**src/rtl/llm_light_driver.sv**
```systemverilog
// Traffic-light style sequencer driving green/yellow/red light lines.
// Runs GREEN -> YELLOW -> RED for a latched number of rounds (0 = run until
// stop), each phase lasting its latched duration. An optional build macro
// inserts one dark GAP cycle between consecutive colour phases.
module llm_light_driver #(
    parameter int TW = 6,
    parameter int CW = 4
) (
    input  logic          clock,
    input  logic          reset_n,
    input  logic          start,
    input  logic          stop,
    input  logic [TW-1:0] dur_green,
    input  logic [TW-1:0] dur_yellow,
    input  logic [TW-1:0] dur_red,
    input  logic [CW-1:0] cycles,
    output logic          green,
    output logic          yellow,
    output logic          red,
    output logic          busy,
    output logic          done,
    output logic [TW-1:0] timer,
    output logic [1:0]    phase
);

`ifdef LLM_DRV_GAP_EN
    typedef enum logic [2:0] {
        S_IDLE   = 3'd0,
        S_GREEN  = 3'd1,
        S_YELLOW = 3'd2,
        S_RED    = 3'd3,
        S_GAP    = 3'd4
    } state_t;
`else
    typedef enum logic [2:0] {
        S_IDLE   = 3'd0,
        S_GREEN  = 3'd1,
        S_YELLOW = 3'd2,
        S_RED    = 3'd3
    } state_t;
`endif

    state_t        state_q, state_d;
    logic [TW-1:0] timer_q, timer_d;
    logic [TW-1:0] dur_g_q, dur_g_d;
    logic [TW-1:0] dur_y_q, dur_y_d;
    logic [TW-1:0] dur_r_q, dur_r_d;
    logic [CW-1:0] rounds_q, rounds_d;
    logic          cont_q, cont_d;
    logic          done_d;
    logic          advance;
    state_t        target;
`ifdef LLM_DRV_GAP_EN
    state_t        gap_next_q, gap_next_d;
`endif

    // Timer preload for a phase of d cycles; a zero duration behaves as one cycle.
    function automatic logic [TW-1:0] ld(input logic [TW-1:0] d);
        return (d == '0) ? '0 : d - TW'(1);
    endfunction

    // Timer preload for whichever colour is being entered.
    function automatic logic [TW-1:0] load_for(input state_t s,
                                               input logic [TW-1:0] g,
                                               input logic [TW-1:0] y,
                                               input logic [TW-1:0] r);
        case (s)
            S_YELLOW: return ld(y);
            S_RED:    return ld(r);
            default:  return ld(g);
        endcase
    endfunction

    // Encoding of the externally visible phase code; GAP reads as 0.
    function automatic logic [1:0] phase_of(input state_t s);
        case (s)
            S_GREEN:  return 2'd1;
            S_YELLOW: return 2'd2;
            S_RED:    return 2'd3;
            default:  return 2'd0;
        endcase
    endfunction

    // Next-state logic: phase timing, round counting, stop override.
    always_comb begin
        state_d  = state_q;
        timer_d  = timer_q;
        dur_g_d  = dur_g_q;
        dur_y_d  = dur_y_q;
        dur_r_d  = dur_r_q;
        rounds_d = rounds_q;
        cont_d   = cont_q;
        done_d   = 1'b0;
        advance  = 1'b0;
        target   = S_IDLE;
`ifdef LLM_DRV_GAP_EN
        gap_next_d = gap_next_q;
`endif
        case (state_q)
            S_IDLE: begin
                timer_d = '0;
                if (start && !stop) begin
                    dur_g_d  = dur_green;
                    dur_y_d  = dur_yellow;
                    dur_r_d  = dur_red;
                    rounds_d = cycles;
                    cont_d   = (cycles == '0);
                    state_d  = S_GREEN;
                    timer_d  = ld(dur_green);
                end
            end
            S_GREEN: begin
                advance = (timer_q == '0);
                target  = S_YELLOW;
            end
            S_YELLOW: begin
                advance = (timer_q == '0);
                target  = S_RED;
            end
            S_RED: begin
                advance = (timer_q == '0);
                // A counted run ends when the round just finishing is the last one.
                target  = (!cont_q && rounds_q <= CW'(1)) ? S_IDLE : S_GREEN;
            end
`ifdef LLM_DRV_GAP_EN
            S_GAP: begin
                state_d = gap_next_q;
                timer_d = load_for(gap_next_q, dur_g_q, dur_y_q, dur_r_q);
            end
`endif
            default: begin
                state_d = S_IDLE;
                timer_d = '0;
            end
        endcase

        if (state_q == S_GREEN || state_q == S_YELLOW || state_q == S_RED) begin
            if (!advance) begin
                timer_d = timer_q - TW'(1);
            end else if (target == S_IDLE) begin
                state_d = S_IDLE;
                timer_d = '0;
                done_d  = 1'b1;
            end else begin
                if (state_q == S_RED && !cont_q) begin
                    rounds_d = rounds_q - CW'(1);
                end
`ifdef LLM_DRV_GAP_EN
                state_d    = S_GAP;
                gap_next_d = target;
                timer_d    = '0;
`else
                state_d = target;
                timer_d = load_for(target, dur_g_q, dur_y_q, dur_r_q);
`endif
            end
        end

        // Abort from any active state; no done pulse on this path.
        if (stop && state_q != S_IDLE) begin
            state_d = S_IDLE;
            timer_d = '0;
            done_d  = 1'b0;
        end
    end

    // State and all outputs registered together so outputs never see inputs combinationally.
    always_ff @(posedge clock or negedge reset_n) begin
        if (!reset_n) begin
            state_q  <= S_IDLE;
            timer_q  <= '0;
            dur_g_q  <= '0;
            dur_y_q  <= '0;
            dur_r_q  <= '0;
            rounds_q <= '0;
            cont_q   <= 1'b0;
`ifdef LLM_DRV_GAP_EN
            gap_next_q <= S_IDLE;
`endif
            green    <= 1'b0;
            yellow   <= 1'b0;
            red      <= 1'b0;
            busy     <= 1'b0;
            done     <= 1'b0;
            timer    <= '0;
            phase    <= 2'd0;
        end else begin
            state_q  <= state_d;
            timer_q  <= timer_d;
            dur_g_q  <= dur_g_d;
            dur_y_q  <= dur_y_d;
            dur_r_q  <= dur_r_d;
            rounds_q <= rounds_d;
            cont_q   <= cont_d;
`ifdef LLM_DRV_GAP_EN
            gap_next_q <= gap_next_d;
`endif
            green    <= (state_d == S_GREEN);
            yellow   <= (state_d == S_YELLOW);
            red      <= (state_d == S_RED);
            busy     <= (state_d != S_IDLE);
            done     <= done_d;
            timer    <= timer_d;
            phase    <= phase_of(state_d);
        end
    end

endmodule

```
**config.mk**
```make
export PLATFORM = sky130hd
export DESIGN_NAME = llm_light_driver
export DESIGN_NICKNAME = d
export VERILOG_FILES = /design/src/rtl/llm_light_driver.sv
export SDC_FILE = /design/constraint.sdc
export NUM_CORES = 1
export LEC_CHECK = 0
export ABC_AREA = 1
export BUFFER_PORTS_ARGS = -buffer_cell sky130_fd_sc_hd__buf_4
export CAP_MARGIN = 20
export CORE_UTILIZATION = 40
export DETAILED_ROUTE_END_ITERATION = 7
export SYNTH_ARGS = -nofsm -noshare
export SYNTH_HDL_FRONTEND = slang
export SYNTH_SLANG_ARGS = --single-unit
```
**constraint.sdc**
```tcl
create_clock -name clock -period 2.3 [get_ports clock]
set_clock_uncertainty 0.05 [all_clocks]
set_input_delay 0.345 -clock clock [delete_from_list [all_inputs] [get_ports clock]]
set_output_delay 0.345 -clock clock [all_outputs]
set_load 0.05 [all_outputs]
```
==> summary.md, run 1 <==
| Metric | Value |
|---|---|
| Reg clk slew, reported paths | 0.08 ns |
| Core footprint | approximately 5600 um^2 |
| Placed cells | around 430 |
| Post-Syn Instances | 326 |
| FF-to-FF End | timer_q[0] |
| Total GRT Usage | 0.1918 |
| Yosys top cell by area | dfrtp_1 |
| Postcts setup bufs | 0 |
| Post-route minimum period | ~1.8 ns |
| WHS Path Cells | 2 |
| IO Count | 39 |
| Hold Crit Start | cycles[0] |
| Internal power | between 1 and 1.5 mW |
| Crit path launch type | flip-flop |
| Fmax | between 500 and 600 MHz |
| Combinational share of power | 0.283 |
| Global routing's busiest layer | met2 |
| First DRT Iteration DRCs | around 150 |
| CTS Hold Buffers Added | 1 |
| Data required time at the worst endpoint | approximately 2.5 ns |
| Syn. warnings | 0 |
| Pre-antenna DRT Iters | 4 |
| Avg Vias per Cell | ~5.0 |
| Largest net degree at the start of global routing | 40 |
| Synth top area share | 0.4048 |
| Site row count | 27 |
| Setup TNS | 0 ns |
| CTS tree | built |
| Worst Reg-to-Reg Cells | 9 |
| Area growth, synth to finish | 20.39% |
| Vias | roughly 2200 |
| Number of global-route vias before repair | a little under 2000 |
| Mapped Area | 2411 um^2 |
| Worst-path fanout max | 9 |
| Top-count cell post-synth | nand2_1 |
| Final HPWL DP | about 4000 um |
| Non-Filler Instances | about 440 |
| CTS buffer count | 5 |
| Die area | 6342 um^2 |
| Post-DRT Antenna Nets | 0 |
| Clk buf depth | 2 |
| Worst-skew pair later-pin latency | between 0.2 and 0.3 ns |
| Final total power | just over 2 mW |
| Final setup violation count | 0 |
| RR Startpoint | state_q[0] |
| Commonest cells post-synth | 73 x nand2_1, 43 x inv_1, 41 x o21ai_0, 39 x dfrtp_1, 29 x nor2_1 |
| Final worst path period share | 0.7702 |
| Drt drc | 0 |
| Top area cells in the synthesized netlist | dfrtp_1 40%, nand2_1 11%, o21ai_0 8.5% |
| # diodes | 0 |
| Fin. max-slew vios | 0 |
| Post-synth net total | ~360 |
| Pleak | about 1.5 nW |
| Arr. time, crit path | between 1.5 and 2 ns |
| RSZ-0062 raised after global routing | no |
| Flop pwr share | 0.421 |
| Initial Util | 0.4274 |
| Hold Path Class | input port to flip-flop |
| Remaining Overflow, GRT | 0 |
| Status | finished, final reports clean |
| First-pass GRT wire length | 9273 um |
| Register area share after synthesis | 0.4048 |
| Die boundary width | ~80 um |
| Met1 usage | 0.2766 |
| Grt met2 use | 0.2863 |
| Routed wire length | roughly 5300 um |
| DR WL/cell | around 12 um |
| Nets | a little over 400 |
| EDFF count, synth | 0 |
| Max cap viols | 0 |
| CP Capture Type | flip-flop |
| WS Path Type | flip-flop to flip-flop |
| PortBufs | 38 |
| Global-route met3 utilization | 0.03429 |
| Main synth FF type | dfrtp_1 |
| R2R setup slack | roughly 0.53 ns |
| H-Tree Depth | 2 |
| Sw Pwr | between 600 and 700 uW |
| Post-synth ARST share | 1.000 |
| Placer Congestion | roughly 0.82 |
| Yosys reg bits | 39 |
| Post-layout util | 0.5145 |
| Layout cell share with drive strength beyond 1 | 0.1676 |
| Switch share | 0.3370 |
| Clock power share | 0.296 |
| Initial antenna violation count | 0 |
| Worst VDD drop | approximately 0.32 mV |
| Yosys cell types | 30 |
| Syn avg cell area | 7.396 um^2 |
| CTS sink count | 39 |
| Post-cts sizing count | 0 |
| PwrDens | slightly below 700 nW/um^2 |
| Count of final hold-check violations | 0 |
| Hold EP | cont_q |
| Die Y | between 70 and 80 um |
| Root buf cell | clkbuf_8 |
| Fin Hold WS | between 0.15 and 0.2 ns |
## per-stage QoR
step                instance area (um^2)  worst slack, ns
finish                              2903           0.5284
global route                        2903           0.3646
CTS                                 2903           0.5474
detailed placement                  2775           0.5696
global placement                    2775           0.5940
floorplan                           2411           0.4868
## cell type report
cell class / count / area, um^2
repair buffers: 40 / 302.8
clock buffers: 6 / 82.58
flip-flops and latches: 39 / 975.9
well taps: 72 / 90.09
fillers: 578 / 2739
clock inverters: 2 / 35.03
inverters: 48 / 180.2
multi-input cells: 235 / 1236
## routing by layer
layer / up-vias / routed length (um)
li1: 1146 / -
met1: 1013 / 2768
met2: 39 / 2297
met3: 5 / 187
met4: 0 / 53
met5: - / 0
## power by group through the flow
stage                     sequential [mW]  clock, mW  combinational (mW)
after global placement              0.862          0               0.567
final                               0.850      0.598               0.571
after global routing                0.864      0.651               0.660
after CTS                           0.850      0.619               0.572
after detailed placement            0.864          0               0.568
after floorplan                     0.881          0               0.374
## worst max-delay path by stage
stage,startpoint,endpoint,slack [ns],cells past startpoint
floorplan,timer_q[0],green,0.49,9
global placement,state_q[0],timer_q[2],0.59,9
detailed placement,state_q[0],timer_q[2],0.57,9
CTS,state_q[0],timer_q[2],0.55,9
global route,state_q[0],timer_q[0],0.36,9
finish,state_q[0],timer_q[0],0.53,9
## cell families (layout without fill, tap and decap cells)
group                      count (synthesis)  count (layout)  synth area share
xor gates and xnor gates                   9               9           0.03269
and+or+nand+nor                          146             146            0.2662
DFF                                       39              39            0.4048
adders and majority gates                 12              12           0.06227
other                                      1               1          0.001555
AOI/OAI and AO/OA                         67              67            0.1500
buffers and inverters                     52              96           0.08251
## placed cells by master (no fill, tap or decap), drive strengths merged, types with 2 or more instances in the layout
cell type / n
xor2: 5
nand4: 6
o211ai: 2
nor4: 2
ha: 12
clkbuf: 6
buf: 39
a21oi: 18
a31oi: 2
dfrtp: 39
nand3: 24
o21ai: 41
xnor2: 4
nand2: 74
nor2: 33
inv: 48
nor3: 6
## worst max-delay path, cell delays in order, from the launching register on
cell	delay, ns
dfrtp_1	0.42
nor2_2	0.19
nand2_1	0.11
nor2_2	0.13
inv_2	0.10
nor2_1	0.14
inv_1	0.09
o21ai_0	0.27
nand2_1	0.08
a21oi_1	0.13
## state kept, by name (all words and copies together), names as in the netlist
signal,count
busy,1
cont_q,1
done,1
dur_g_q,6
dur_r_q,6
dur_y_q,6
green,1
phase,2
red,1
rounds_q,4
state_q,3
timer_q,6
yellow,1
(Power assumes the default switching activity.)
==> run 2: changes to the inputs <==
==> constraint.sdc (replaced) <==
create_clock -name clock -period 1.4 [get_ports clock]
set_clock_uncertainty 0.05 [all_clocks]
set_input_delay 0.21 -clock clock [delete_from_list [all_inputs] [get_ports clock]]
set_output_delay 0.21 -clock clock [all_outputs]
set_load 0.05 [all_outputs]
==> summary.md, run 2 (same netlist as run 1, synthesis figures left out) <==
| Metric | Value |
|---|---|
| IO Count | 39 (unchanged) |
| CTS tree | built (unchanged) |
| Avg Vias per Cell | 4.903 (was 4.984) |
| WHS Path Cells | 2 (unchanged) |
| First DRT Iteration DRCs | 161 (was 145) |
| Crit path launch type | flip-flop (unchanged) |
| Worst path most repeated cell | nor2_4 |
| RSZ-0062 raised after global routing | yes (was no) |
| Fill count | 512 (was 578) |
| Die Y | 79.64 um (unchanged) |
| First-pass GRT wire length | 10340 um (was 9273 um) |
| Non-Filler Instances | 504 (was 442) |
| Total GRT Usage | 0.2122 (was 0.1918) |
| RR Startpoint | state_q[1] (was state_q[0]) |
| CTS buffer count | 5 (unchanged) |
| R2R setup slack | -0.20 ns (was 0.53 ns) |
| CP max-delay cell | dfrtp_1 (unchanged) |
| Count of final hold-check violations | 0 (unchanged) |
| Vias | 2471 (was 2203) |
| Worst Reg-to-Reg Cells | 10 (was 9) |
| Initial antenna violation count | 0 (unchanged) |
| Post-route minimum period | 1.605 ns (was 1.772 ns) |
| DR WL/cell | 12.66 um (was 12.00 um) |
| Nets | 469 (was 407) |
| Root buf cell | clkbuf_8 (unchanged) |
| Core footprint | 5642 um^2 (unchanged) |
| CP delay by family, top | simple AND/OR/NAND/NOR gates (unchanged) |
| Data required time at the worst endpoint | 1.57 ns (was 2.47 ns) |
| Switch share | 0.3593 (was 0.3370) |
| Final total power | 3.487 mW (was 2.018 mW) |
| Routed wire length | 6383 um (was 5305 um) |
| Final worst slack | -0.2048 ns (was 0.5284 ns) |
| Worst-path fanout max | 4 (was 9) |
| Remaining Overflow, GRT | 0 (unchanged) |
| CP max stage delay | 0.42 ns (about the same) |
| Pleak | 1.781 nW (was 1.451 nW) |
| Most frequent cells in the layout | 94 x buf_4, 66 x nand2_1, 33 x dfrtp_1 (was 73 x nand2_1, 43 x inv_1, 41 x o21ai_0) |
| WS Path Type | flip-flop to flip-flop (unchanged) |
| Layout cell share with drive strength beyond 1 | 0.3981 (was 0.1676) |
| Internal power | 2.234 mW (was 1.338 mW) |
| Arr. time, crit path | 1.77 ns (was 1.94 ns) |
| Area growth, synth to finish | 49.30% (was 20.39%) |
| Clock power share | 0.216 (was 0.296) |
| Worst VDD drop | 0.5148 mV (was 0.3210 mV) |
| # diodes | 0 (unchanged) |
| Reg clk slew, reported paths | 0.08 ns (about the same) |
| Die area | 6342 um^2 (unchanged) |
| Multi-input combinational cell area | 1438 um^2 (was 1236 um^2) |
| Max cap viols | 0 (unchanged) |
| Combinational share of power | 0.386 (was 0.283) |
| CTS sink count | 39 (unchanged) |
| Failing checks | setup timing |
| Hold Crit Start | cycles[1] (was cycles[0]) |
| Fmax | 623.1 MHz (was 564.5 MHz) |
| Final worst path period share | 1.146 (was 0.7702) |
| Site row count | 27 (unchanged) |
| Worst-path cell chain | nor2_2 -> buf_4 -> nor2_4 -> inv_2 -> nor2_4 -> buf_6 -> nand2_4 -> a31oi_2 -> nand2_1 -> a21oi_2 (was nor2_2 -> nand2_1 -> nor2_2 -> inv_2 -> nor2_1 -> inv_1 -> o21ai_0 -> nand2_1 -> a21oi_1) |
| PwrDens | 968.6 nW/um^2 (was 695.2 nW/um^2) |
| Setup TNS | -3.175 ns (was 0 ns) |
| Initial Util | 0.4274 (unchanged) |
| Sequential cell area | 983.4 um^2 (was 975.9 um^2) |
| CP Capture Type | flip-flop (unchanged) |
| Tightest Pin Transition | around 0.5 ns |
| Worst-skew pair later-pin latency | 0.29 ns (about the same) |
| Hold EP | cont_q (unchanged) |
| FF-to-FF End | timer_q[4] (was timer_q[0]) |
| Slew margin rel. | 0.6638 |
| Worst Path Buf+Inv | 3 (was 2) |
| Commonest non-fill, non-tap cell in the layout | buf_4 (was nand2_1) |
| Flop pwr share | 0.398 (was 0.421) |
| Status | finished with violations (was finished, final reports clean) |
| Number of global-route vias before repair | 2291 (was 1979) |
| Drt drc | 0 (unchanged) |
| Pre-antenna DRT Iters | 4 (unchanged) |
| Clk buf depth | 2 (unchanged) |
| Final setup violation count | 32 (was 0) |
| Sw Pwr | 1.253 mW (was 680.1 uW) |
| Placer Congestion | 0.8475 (was 0.8242) |
| Final HPWL DP | 4468 um (was 4071 um) |
| Post-DRT Antenna Nets | 0 (unchanged) |
| PortBufs | 38 (unchanged) |
| Fin. max-slew vios | 0 (unchanged) |
| Die boundary width | 79.64 um (unchanged) |
| H-Tree Depth | 2 (unchanged) |
| Largest net degree at the start of global routing | 40 (unchanged) |
| Placed cells | 478 (was 433) |
| Hold Path Class | input port to flip-flop (unchanged) |
[run 2: cell count changes in the layout (fill, tap and decap cells not counted), sizes merged]
cell,change
clkbuf,+2
buf,+61
bufinv,-1
[run 2: worst max-delay path by stage]
stage           startpoint          to  slack (ns)  cells after the start
4_1_cts         state_q[0]  timer_q[4]       -0.20                     10
3_3_place_gp   rounds_q[0]  timer_q[4]       -0.30                     11
2_1_floorplan   timer_q[0]         red       -0.19                      8
3_5_place_dp   rounds_q[0]  timer_q[4]       -0.31                     11
5_1_grt         state_q[1]  timer_q[5]       -0.34                      9
6_report        state_q[1]  timer_q[4]       -0.20                     10
[run 2: cell type report]
| type | instances | area share |
|---|---|---|
| well taps | 72 | 0.02503 |
| clock buffers | 7 | 0.02120 |
| flip-flops and latches | 39 | 0.2732 |
| clock inverters | 1 | 0.001390 |
| repair buffers | 102 | 0.2270 |
| inverters | 48 | 0.05283 |
| multi-input cells | 235 | 0.3994 |
[run 2: power groups by stage]
| stage | sequential, mW | clock, mW | combinational (mW) |
|---|---|---|---|
| global route | 1.41 | 0.822 | 1.51 |
| detailed placement | 1.40 | 0 | 1.17 |
| CTS | 1.38 | 0.778 | 1.24 |
| global placement | 1.40 | 0 | 1.16 |
| finish | 1.39 | 0.754 | 1.35 |
| floorplan | 1.45 | 0 | 0.634 |
[run 2: timing repair]
item                                   4_1_cts  5_1_grt
hold buffers                                 1        0
endpoints found under the hold margin       39        0
cloned                                       0        1
setup buffers                               12        4
resized for setup                           25       46
pin swaps                                   18       18
setup endpoints to repair                   36       23
[run 2: through the flow]
stage                     worst slack, ns  area [um^2]  hold slack [ns]  utilization
after CTS                         -0.2015         3436          0.04554       0.6090
after floorplan                   -0.1932         2465          -0.1356            -
after global placement            -0.3037         3167           0.1684       0.5613
after detailed placement          -0.3067         3167           0.1668       0.5613
final                             -0.2048         3600          0.04820       0.6381
after global routing              -0.3398         3600          0.04593       0.6381
[run 2: layer usage]
layer  share of wire  track usage  vias to the layer above
li1                -            -                     1272
met1            0.48       0.2891                     1139
met2            0.47       0.3368                       50
met3           0.034      0.04114                       10
met4           0.015      0.06727                        0
met5               0            0                        -
